$ cat src/rtl/instr_fetch.sv
// -----------------------------------------------------------------------------
// instr_fetch
//   Instruction fetch stage feeding the opcode decoder. Owns the fetch PC,
//   issues single-word reads to instruction memory over a req/gnt/valid
//   handshake (at most one request outstanding) and buffers returned words in
//   a small prefetch FIFO that presents {instr_out, pc_out} to decode.
//
//   Optional feature macro: IF_PERF_CNT_EN
//     defined   -> perf_fetch / perf_stall are 32-bit saturating counters
//     undefined -> both perf ports are tied to zero, no counter flops
//
// Ports
//   clk, rst_n                 clock (rising edge), async active-low reset
//   imem_req/addr              read request, address stable while req is held
//   imem_gnt                   request accepted this cycle
//   imem_valid/rdata           read response (>= 1 cycle after gnt)
//   redirect/redirect_pc       flush FIFO and refetch from redirect_pc
//   stall                      decode cannot accept the head word this cycle
//   halt                       stop issuing new requests (sticky)
//   instr_valid/instr_out/pc_out  FIFO head presented to decode
//   halted                     halted and nothing requested or in flight
//   perf_fetch/perf_stall      words delivered / cycles stalled with valid
// -----------------------------------------------------------------------------
module instr_fetch #(
    parameter int                ADDR_W   = 16,
    parameter int                INSTR_W  = 32,
    parameter int                DEPTH    = 2,
    parameter logic [ADDR_W-1:0] RESET_PC = '0
) (
    input  logic               clk,
    input  logic               rst_n,
    output logic               imem_req,
    output logic [ADDR_W-1:0]  imem_addr,
    input  logic               imem_gnt,
    input  logic               imem_valid,
    input  logic [INSTR_W-1:0] imem_rdata,
    input  logic               redirect,
    input  logic [ADDR_W-1:0]  redirect_pc,
    input  logic               stall,
    input  logic               halt,
    output logic               instr_valid,
    output logic [INSTR_W-1:0] instr_out,
    output logic [ADDR_W-1:0]  pc_out,
    output logic               halted,
    output logic [31:0]        perf_fetch,
    output logic [31:0]        perf_stall
);

    localparam int PTR_W = (DEPTH > 1) ? $clog2(DEPTH) : 1;
    localparam logic [PTR_W:0] DEPTH_C = (PTR_W+1)'(DEPTH);

    typedef enum logic [1:0] {S_IDLE, S_REQ, S_WAIT} state_t;

    state_t              state_reg, state_next;
    logic [ADDR_W-1:0]   fetch_pc_reg, fetch_pc_next;
    logic [ADDR_W-1:0]   req_addr_reg;      // address of the outstanding request
    logic                squash_reg, squash_next;
    logic                halt_reg, halt_next;

    logic [INSTR_W-1:0]  fifo_instr [DEPTH];
    logic [ADDR_W-1:0]   fifo_pc    [DEPTH];
    logic [PTR_W-1:0]    wr_ptr_reg, rd_ptr_reg;
    logic [PTR_W:0]      count_reg;
    logic [PTR_W:0]      count_upd, count_after;

    logic pop, push, resp, space_ok, halt_eff;

    assign instr_valid = (count_reg != '0);
    assign instr_out   = instr_valid ? fifo_instr[rd_ptr_reg] : '0;
    assign pc_out      = instr_valid ? fifo_pc[rd_ptr_reg]    : '0;
    assign imem_req    = (state_reg == S_REQ);
    assign imem_addr   = fetch_pc_reg;
    assign halted      = halt_reg && (state_reg == S_IDLE);

    assign pop  = instr_valid && !stall;
    assign resp = (state_reg == S_WAIT) && imem_valid;
    // A squashed or redirected-over response is dropped on the floor.
    assign push = resp && !squash_reg && !redirect;

    assign count_upd   = count_reg + (PTR_W+1)'(push) - (PTR_W+1)'(pop);
    assign count_after = redirect ? '0 : count_upd;
    // A new request is only issued when its word is guaranteed a slot; since
    // at most one request is ever outstanding, one free slot is enough.
    assign space_ok    = (count_after < DEPTH_C);
    // Redirect in the same cycle as halt wins and clears any pending halt.
    assign halt_eff    = (halt || halt_reg) && !redirect;

    always_comb begin
        state_next    = state_reg;
        fetch_pc_next = fetch_pc_reg;
        squash_next   = squash_reg;
        halt_next     = redirect ? 1'b0 : (halt_reg || halt);
        case (state_reg)
            S_IDLE: begin
                if (!halt_eff && space_ok) state_next = S_REQ;
            end
            S_REQ: begin
                if (imem_gnt) begin
                    state_next    = S_WAIT;
                    fetch_pc_next = fetch_pc_reg + ADDR_W'(1);
                    squash_next   = redirect;
                end else if (halt_eff) begin
                    // Withdraw an unaccepted request when halting.
                    state_next = S_IDLE;
                end
            end
            S_WAIT: begin
                if (imem_valid) begin
                    squash_next = 1'b0;
                    state_next  = (!halt_eff && space_ok) ? S_REQ : S_IDLE;
                end else if (redirect) begin
                    squash_next = 1'b1;
                end
            end
            default: state_next = S_IDLE;
        endcase
        if (redirect) fetch_pc_next = redirect_pc;
    end

    always_ff @(posedge clk or negedge rst_n) begin
        if (!rst_n) begin
            state_reg    <= S_IDLE;
            fetch_pc_reg <= RESET_PC;
            req_addr_reg <= '0;
            squash_reg   <= 1'b0;
            halt_reg     <= 1'b0;
        end else begin
            state_reg    <= state_next;
            fetch_pc_reg <= fetch_pc_next;
            squash_reg   <= squash_next;
            halt_reg     <= halt_next;
            if (state_reg == S_REQ && imem_gnt) req_addr_reg <= fetch_pc_reg;
        end
    end

    always_ff @(posedge clk or negedge rst_n) begin
        if (!rst_n) begin
            wr_ptr_reg <= '0;
            rd_ptr_reg <= '0;
            count_reg  <= '0;
        end else if (redirect) begin
            rd_ptr_reg <= wr_ptr_reg;
            count_reg  <= '0;
        end else begin
            if (push) wr_ptr_reg <= wr_ptr_reg + PTR_W'(1);
            if (pop)  rd_ptr_reg <= rd_ptr_reg + PTR_W'(1);
            count_reg <= count_upd;
        end
    end

    // Storage needs no reset: the outputs are gated by instr_valid.
    always_ff @(posedge clk) begin
        if (push) begin
            fifo_instr[wr_ptr_reg] <= imem_rdata;
            fifo_pc[wr_ptr_reg]    <= req_addr_reg;
        end
    end

`ifdef IF_PERF_CNT_EN
    logic [31:0] perf_fetch_reg, perf_stall_reg;

    always_ff @(posedge clk or negedge rst_n) begin
        if (!rst_n) begin
            perf_fetch_reg <= '0;
            perf_stall_reg <= '0;
        end else begin
            if (pop && perf_fetch_reg != '1)
                perf_fetch_reg <= perf_fetch_reg + 32'd1;
            if (instr_valid && stall && perf_stall_reg != '1)
                perf_stall_reg <= perf_stall_reg + 32'd1;
        end
    end

    assign perf_fetch = perf_fetch_reg;
    assign perf_stall = perf_stall_reg;
`else
    assign perf_fetch = '0;
    assign perf_stall = '0;
`endif

endmodule

$ cat config.mk
export PLATFORM = sky130hd
export DESIGN_NAME = instr_fetch
export DESIGN_NICKNAME = d
export VERILOG_FILES = /design/src/rtl/instr_fetch.sv
export SDC_FILE = /design/constraint.sdc
export NUM_CORES = 1
export LEC_CHECK = 0
export ABC_AREA = 1
export CORE_ASPECT_RATIO = 0.6
export CORE_UTILIZATION = 33
export CTS_BUF_LIST = sky130_fd_sc_hd__clkbuf_8
export DETAILED_ROUTE_END_ITERATION = 7
export PLACE_DENSITY = 0.74
export SYNTH_ARGS = -nofsm -noshare
export SYNTH_HDL_FRONTEND = slang
export SYNTH_SLANG_ARGS = --single-unit
$ cat constraint.sdc
create_clock -name clk -period 3.6 [get_ports clk]
set_input_delay 0.72 -clock clk [delete_from_list [all_inputs] [get_ports clk]]
set_output_delay 0.72 -clock clk [all_outputs]
set_load 0.01 [all_outputs]
-- Word-level counts from Yosys, hierarchy flattened
Memory sizes are Yosys's and may differ from the RTL's.
Cells that the tools add are included.
- memory bits (read-only): 0
- bits of input ports: 55
- output and inout bits: 131
- bits in writable memories: 96
- bits in registers: 40
- logic and storage cells: 68
- latch bits: 0
- memories kept: 2
- memories (memory ; words ; width ; read ports ; clocked after Yosys merged registers in ; write ports ; line ; text):
    fifo_instr ; 2 ; 32 ; 1 ; 0 ; 1 ; 60 ; logic [INSTR_W-1:0] fifo_instr [DEPTH];
    fifo_pc ; 2 ; 16 ; 1 ; 0 ; 1 ; 61 ; logic [ADDR_W-1:0] fifo_pc [DEPTH];
- bitwise operators: 1
- equal/unequal tests: 7
- multiplexer cells: 21
- shift-type cells: 0
- multiply operators: 0
- magnitude comparators: 1
- add/subtract/negate cells: 5
- reduce and logical (&&, ||, !) cells: 23
- divide/modulo/power cells: 0
- operator list (kind ; count):
    $mux W16 ; 4
    $mux W32 ; 1
    $add A16 B1 Y16 const B ; 1
    $mux W2 ; 5
    $reduce_bool A2 Y1 ; 5
    $mux W1 ; 9
    $logic_and A1 B1 Y1 ; 8
    $pmux W2 S3 ; 1
    $reduce_and A3 Y1 ; 2
    $logic_not A1 Y1 ; 4
    $ne A2 B1 Y1 const B ; 2
    $reduce_and A2 Y1 ; 2
    $ne A3 B1 Y1 const B ; 1
    $ne A3 B3 Y1 const B ; 1
    $add A1 B1 Y1 const B ; 2
    $add A2 B1 Y2 ; 1
    $eq A2 B1 Y1 const B ; 1
    $eq A2 B2 Y1 const B ; 1
    $logic_not A2 Y1 ; 1
    $lt A2 B2 Y1 const B ; 1
    $ne A2 B2 Y1 const B ; 1
    $pmux W1 S2 ; 1
    $sub A2 B1 Y2 ; 1
    $logic_or A1 B1 Y1 ; 1
    $not A1 Y1 ; 1

-- Longest topological paths before layout
- depth after elaboration: 12
- gate-level depth with buffers: 15
- mapped depth without buffers: 15

-- Worst setup path before layout
OpenSTA, ideal clock, no wires.
- path type: input to register
- start: input port redirect
- end: memory fifo_instr[0][0] (enable)
- required time: 3146 ps
- buffers on the path: 1
- arrival: 3161 ps
- library setup time: 454 ps
- stages on the path: 4
- slack: -15 ps
- cell sequence: buf_2 -> inv_1 -> nand3_1 -> nor2_1
- longest elaborated chain between the ends: 4
- ends and longest elaborated chain (item ; line ; text):
    from (decl) ; 37 ; input logic redirect,
    $logic_not A1 Y1 ; 78 ; assign push = resp && !squash_reg && !redirect;
    $logic_and A1 B1 Y1 ; 78 ;
    $mux W1 ; 153 ; if (push) begin
    $mux W1 (not written as such) ; 154 ; fifo_instr[wr_ptr_reg] <= imem_rdata;
    to (decl) ; 60 ;
No other way between the ends.

-- Worst setup path after layout
- start: register rd_ptr_reg
- end: output port pc_out[2]
- longest elaborated chain between the ends: 2
- ends and longest elaborated chain (item ; line ; text):
    from (decl) ; 62 ; logic [PTR_W-1:0] wr_ptr_reg, rd_ptr_reg;
    from (signal assigned) ; 142 ; rd_ptr_reg <= wr_ptr_reg;
    from (signal assigned) ; 146 ; if (pop) rd_ptr_reg <= rd_ptr_reg + PTR_W'(1);
    $mem_v2 Z2 W16 ; - ;
    $mux W16 ; 70 ; assign pc_out = instr_valid ? fifo_pc[rd_ptr_reg] : '0;
    to (decl) ; 43 ; output logic [ADDR_W-1:0] pc_out,
No other way between the ends.

==> results.py <==
metrics = {
    "setup_path": {
        "startpoint_type": "register",
        "worstReg2RegStart": "state_reg[0]",
        "crit_path_end_kind": "output port",
        "worstPathRequired_ns": 2.88,
        "crit_slowest_cell": "dfrtp_2",
        "worstSetupPathType": "reg2out",
        "cp_max_fo": 27,
        "slowest_delay_ns": 0.65,
        "path_cells": "buf_4 -> nand2_1 -> a21oi_1 -> clkdlybuf4s50_1",
        "crit_start": "rd_ptr_reg",
        "worst_ep_arrival_time_ns": 2.45,
    },
    "yosys": {
        "ys_ff_latch": 136,
        "syn_inst": 585,
        "yosysMostFrequentCell": "nand2_1",
        "seq_area_frac_synth_pct": 63.1,
        "synth-compound-area-share_pct": 8.25,
        "synth_edf_count": 96,
        "muxShareOfSynthArea_pct": 0,
        "synth_top_area_cell": "edfxtp_1",
        "synth_area_per_cell_um2": 10.5,
        "async_flop_share_pct": 29.4,
        "ys_dominant_reg_cell": "edfxtp_1",
        "synth_top_family_by_area": "simple AND/OR/NAND/NOR gates",
        "synthXorXnorAreaFrac_pct": 1.28,
        "ys_top_cells_by_area": "edfxtp_1 (47%), dfrtp_1 (16%), nand2_1 (10%)",
        "yosysTopAreaCellShare_pct": 46.8,
        "yosysUniqueCellTypes": 35,
        "synth_fa_ha_area_share_pct": 1.42,
        "yosys_warnings": 0,
        "synthSimpleGateAreaFrac_pct": 14.0,
        "syn_area_um2": 6160,
        "synth_common_cells": "nand2_1 (166), edfxtp_1 (96), buf_4 (65), a21oi_1 (55)",
    },
    "global_routing": {
        "grt-ovfl-total": 0,
        "grt_max_degree": 52,
        "grt_util_all_layers_pct": 14.8,
        "grt_pass1_wl_um": 21200,
        "grt_pass1_vias": 3891,
        "antenna_found_initial": 0,
    },
    "pwr": {
        "vdd_drop_max_v": 0.000346,
        "pwr-share-comb_pct": 35.1,
        "switching_share_pct": 36.0,
        "p_leak_nw": 3.11,
        "p_switching_w": 0.00187,
        "internal_power_w": 0.00333,
        "p_per_area_nw_per_um2": 666,
        "pwr-share-clk_pct": 23.7,
        "p_seq_share_pct": 41.1,
    },
    "place": {
        "portBuffers": 121,
        "gp_congestion": 0.823,
        "dpl.hpwl_um": 9690,
    },
    "drt": {
        "post_drt_wl_per_cell_um": 14.5,
        "vias_per_cell": 4.36,
        "drtPass1Iterations": 4,
        "wirelength_um": 14000,
        "drt_iter0_drc": 207,
        "remaining_drc_errors": 0,
        "drtAntennaViolNets": 0,
        "vias": 4201,
    },
    "clock_tree": {
        "cts_max_path_buffers": 2,
        "clk_pin_slew_ns": 0.08,
        "cts.repair.resized": 0,
        "h-tree-depth": 4,
        "postCtsSetupRepairBufs": 0,
        "ctsHoldBuffers": 0,
        "clock_latency_ns": 0.42,
        "tritoncts": "yes",
        "cts.sinks": 136,
        "numCtsBuffers": 17,
        "cts_root_buffer": "clkbuf_8",
    },
    "sta": {
        "setup_violations": 0,
        "worst_pin_slew_ns": 0.921,
        "max_clock_freq_mhz": 316,
        "slew_headroom_pct": 38.6,
        "layout_min_cycle_time_ns": 3.17,
        "fin_crit_sh_pct": 88.0,
        "tns_ns": 0,
        "drv_slew": 0,
        "hold_viol_final": 0,
        "clock_skew_ns": 0.00769,
        "grt_setup_unrepaired": "false",
    },
    "finish": {
        "area_growth_pct": 26.8,
        "nNetsFinal": 773,
        "reg_top3": "fifo_instr x64, fifo_pc x32",
        "diodes": 0,
        "nFillCells": 1718,
        "drive_above_1_share_pct": 7.46,
        "largest_reg_flops": 64,
        "fin_util_pct": 43.0,
        "regMostFlops": "fifo_instr",
    },
    "floorplan": {
        "num_io_pins": 186,
        "dieArea_um2": 19200,
        "rows": 38,
        "initial_utilization_pct": 33.9,
        "coreArea_um2": 18200,
        "die_x_um": 178,
        "die_h_um": 108,
    },
    "job": {
        "max_cap_viol_count": 0,
    },
    "worst_hold_path": {
        "min_path_type": "in2async",
    },
    "status": {
        "status": "finished clean",
    },
}
==> metal layers <==
layer  wire (um)  global-route usage (%)
met5           0                       0
met1        6980                    21.8
met2        6000                    20.5
met4          23                    3.45
met3         985                    5.05
==> through the flow <==
step	power (W)	hold WS [ns]	instances	instance area (um^2)	setup slack, ns
floorplan	0.00312	0.424	648	6390	-0.0152
global placement	0.00399	0.455	932	7420	0.787
detailed placement	0.00402	0.459	932	7420	0.722
CTS	0.00526	0.453	964	7800	0.405
global route	0.00552	0.483	964	7800	0.302
finish	0.00520	0.427	964	7800	0.433
==> layout by cell type (no fill, tap or decap), drive strengths merged, types with 2 or more instances in the layout <==
master	n
xor2	8
bufinv	2
o221ai	3
nand2	168
conb	64
a21oi	55
nor2	21
nor3	4
o211ai	4
buf	11
clkinvlp	4
edfxtp	96
nand3	15
o21ai	24
o21bai	2
clkinv	5
clkbuf	17
nand4	2
ha	7
clkdlybuf4s50	120
dfrtp	40
inv	45
==> path summary, 6_finish.rpt <==
path	slack, ns	cells past startpoint	to
setup / recovery	0.43	4	pc_out[2]
hold / removal	0.43	1	squash_reg
setup reg to reg	1.18	15	state_reg[1]
hold reg to reg	0.48	0	fifo_pc[0][11]
max in group asynchronous	2.53	1	rd_ptr_reg
min in group clk	0.48	0	fifo_pc[0][11]
==> critical path: cells and delay by family, from the launching register on <==
kind | cells | cell delay [ns]
and+or+nand+nor | 1 | 0.09
DFF | 1 | 0.65
buffers and inverters | 2 | 0.99
AOI/OAI and AO/OA | 1 | 0.28
==> cell type report <==
cell class / count / area, um^2 / area share (%)
multi-input combinational: 384 / 1800 / 23.0
inverter: 41 / 154 / 1.97
timing repair buffer: 131 / 1280 / 16.4
clock buffer: 17 / 234 / 3.00
clock inverter: 15 / 153 / 1.96
sequential: 136 / 3880 / 49.8
tap: 240 / 300 / 3.85
==> power groups by stage <==
stage               logic (W)  registers, W  clock network (W)
floorplan             0.00105       0.00207                  0
global placement      0.00183       0.00216                  0
detailed placement    0.00185       0.00217                  0
CTS                   0.00186       0.00214            0.00126
global route          0.00202       0.00216            0.00134
finish                0.00183       0.00214            0.00123
==> kinds of logic (layout without fill, tap and decap cells) <==
logic type      after synthesis  count (layout)
buf+inv                     128             204
simple gates                211             211
other cells                   1              64
fa+ha+maj                     7               7
xor+xnor                      9               9
compound gates               93              93
flops                       136             136
Note: power is estimated with default switching activity, not from simulation.
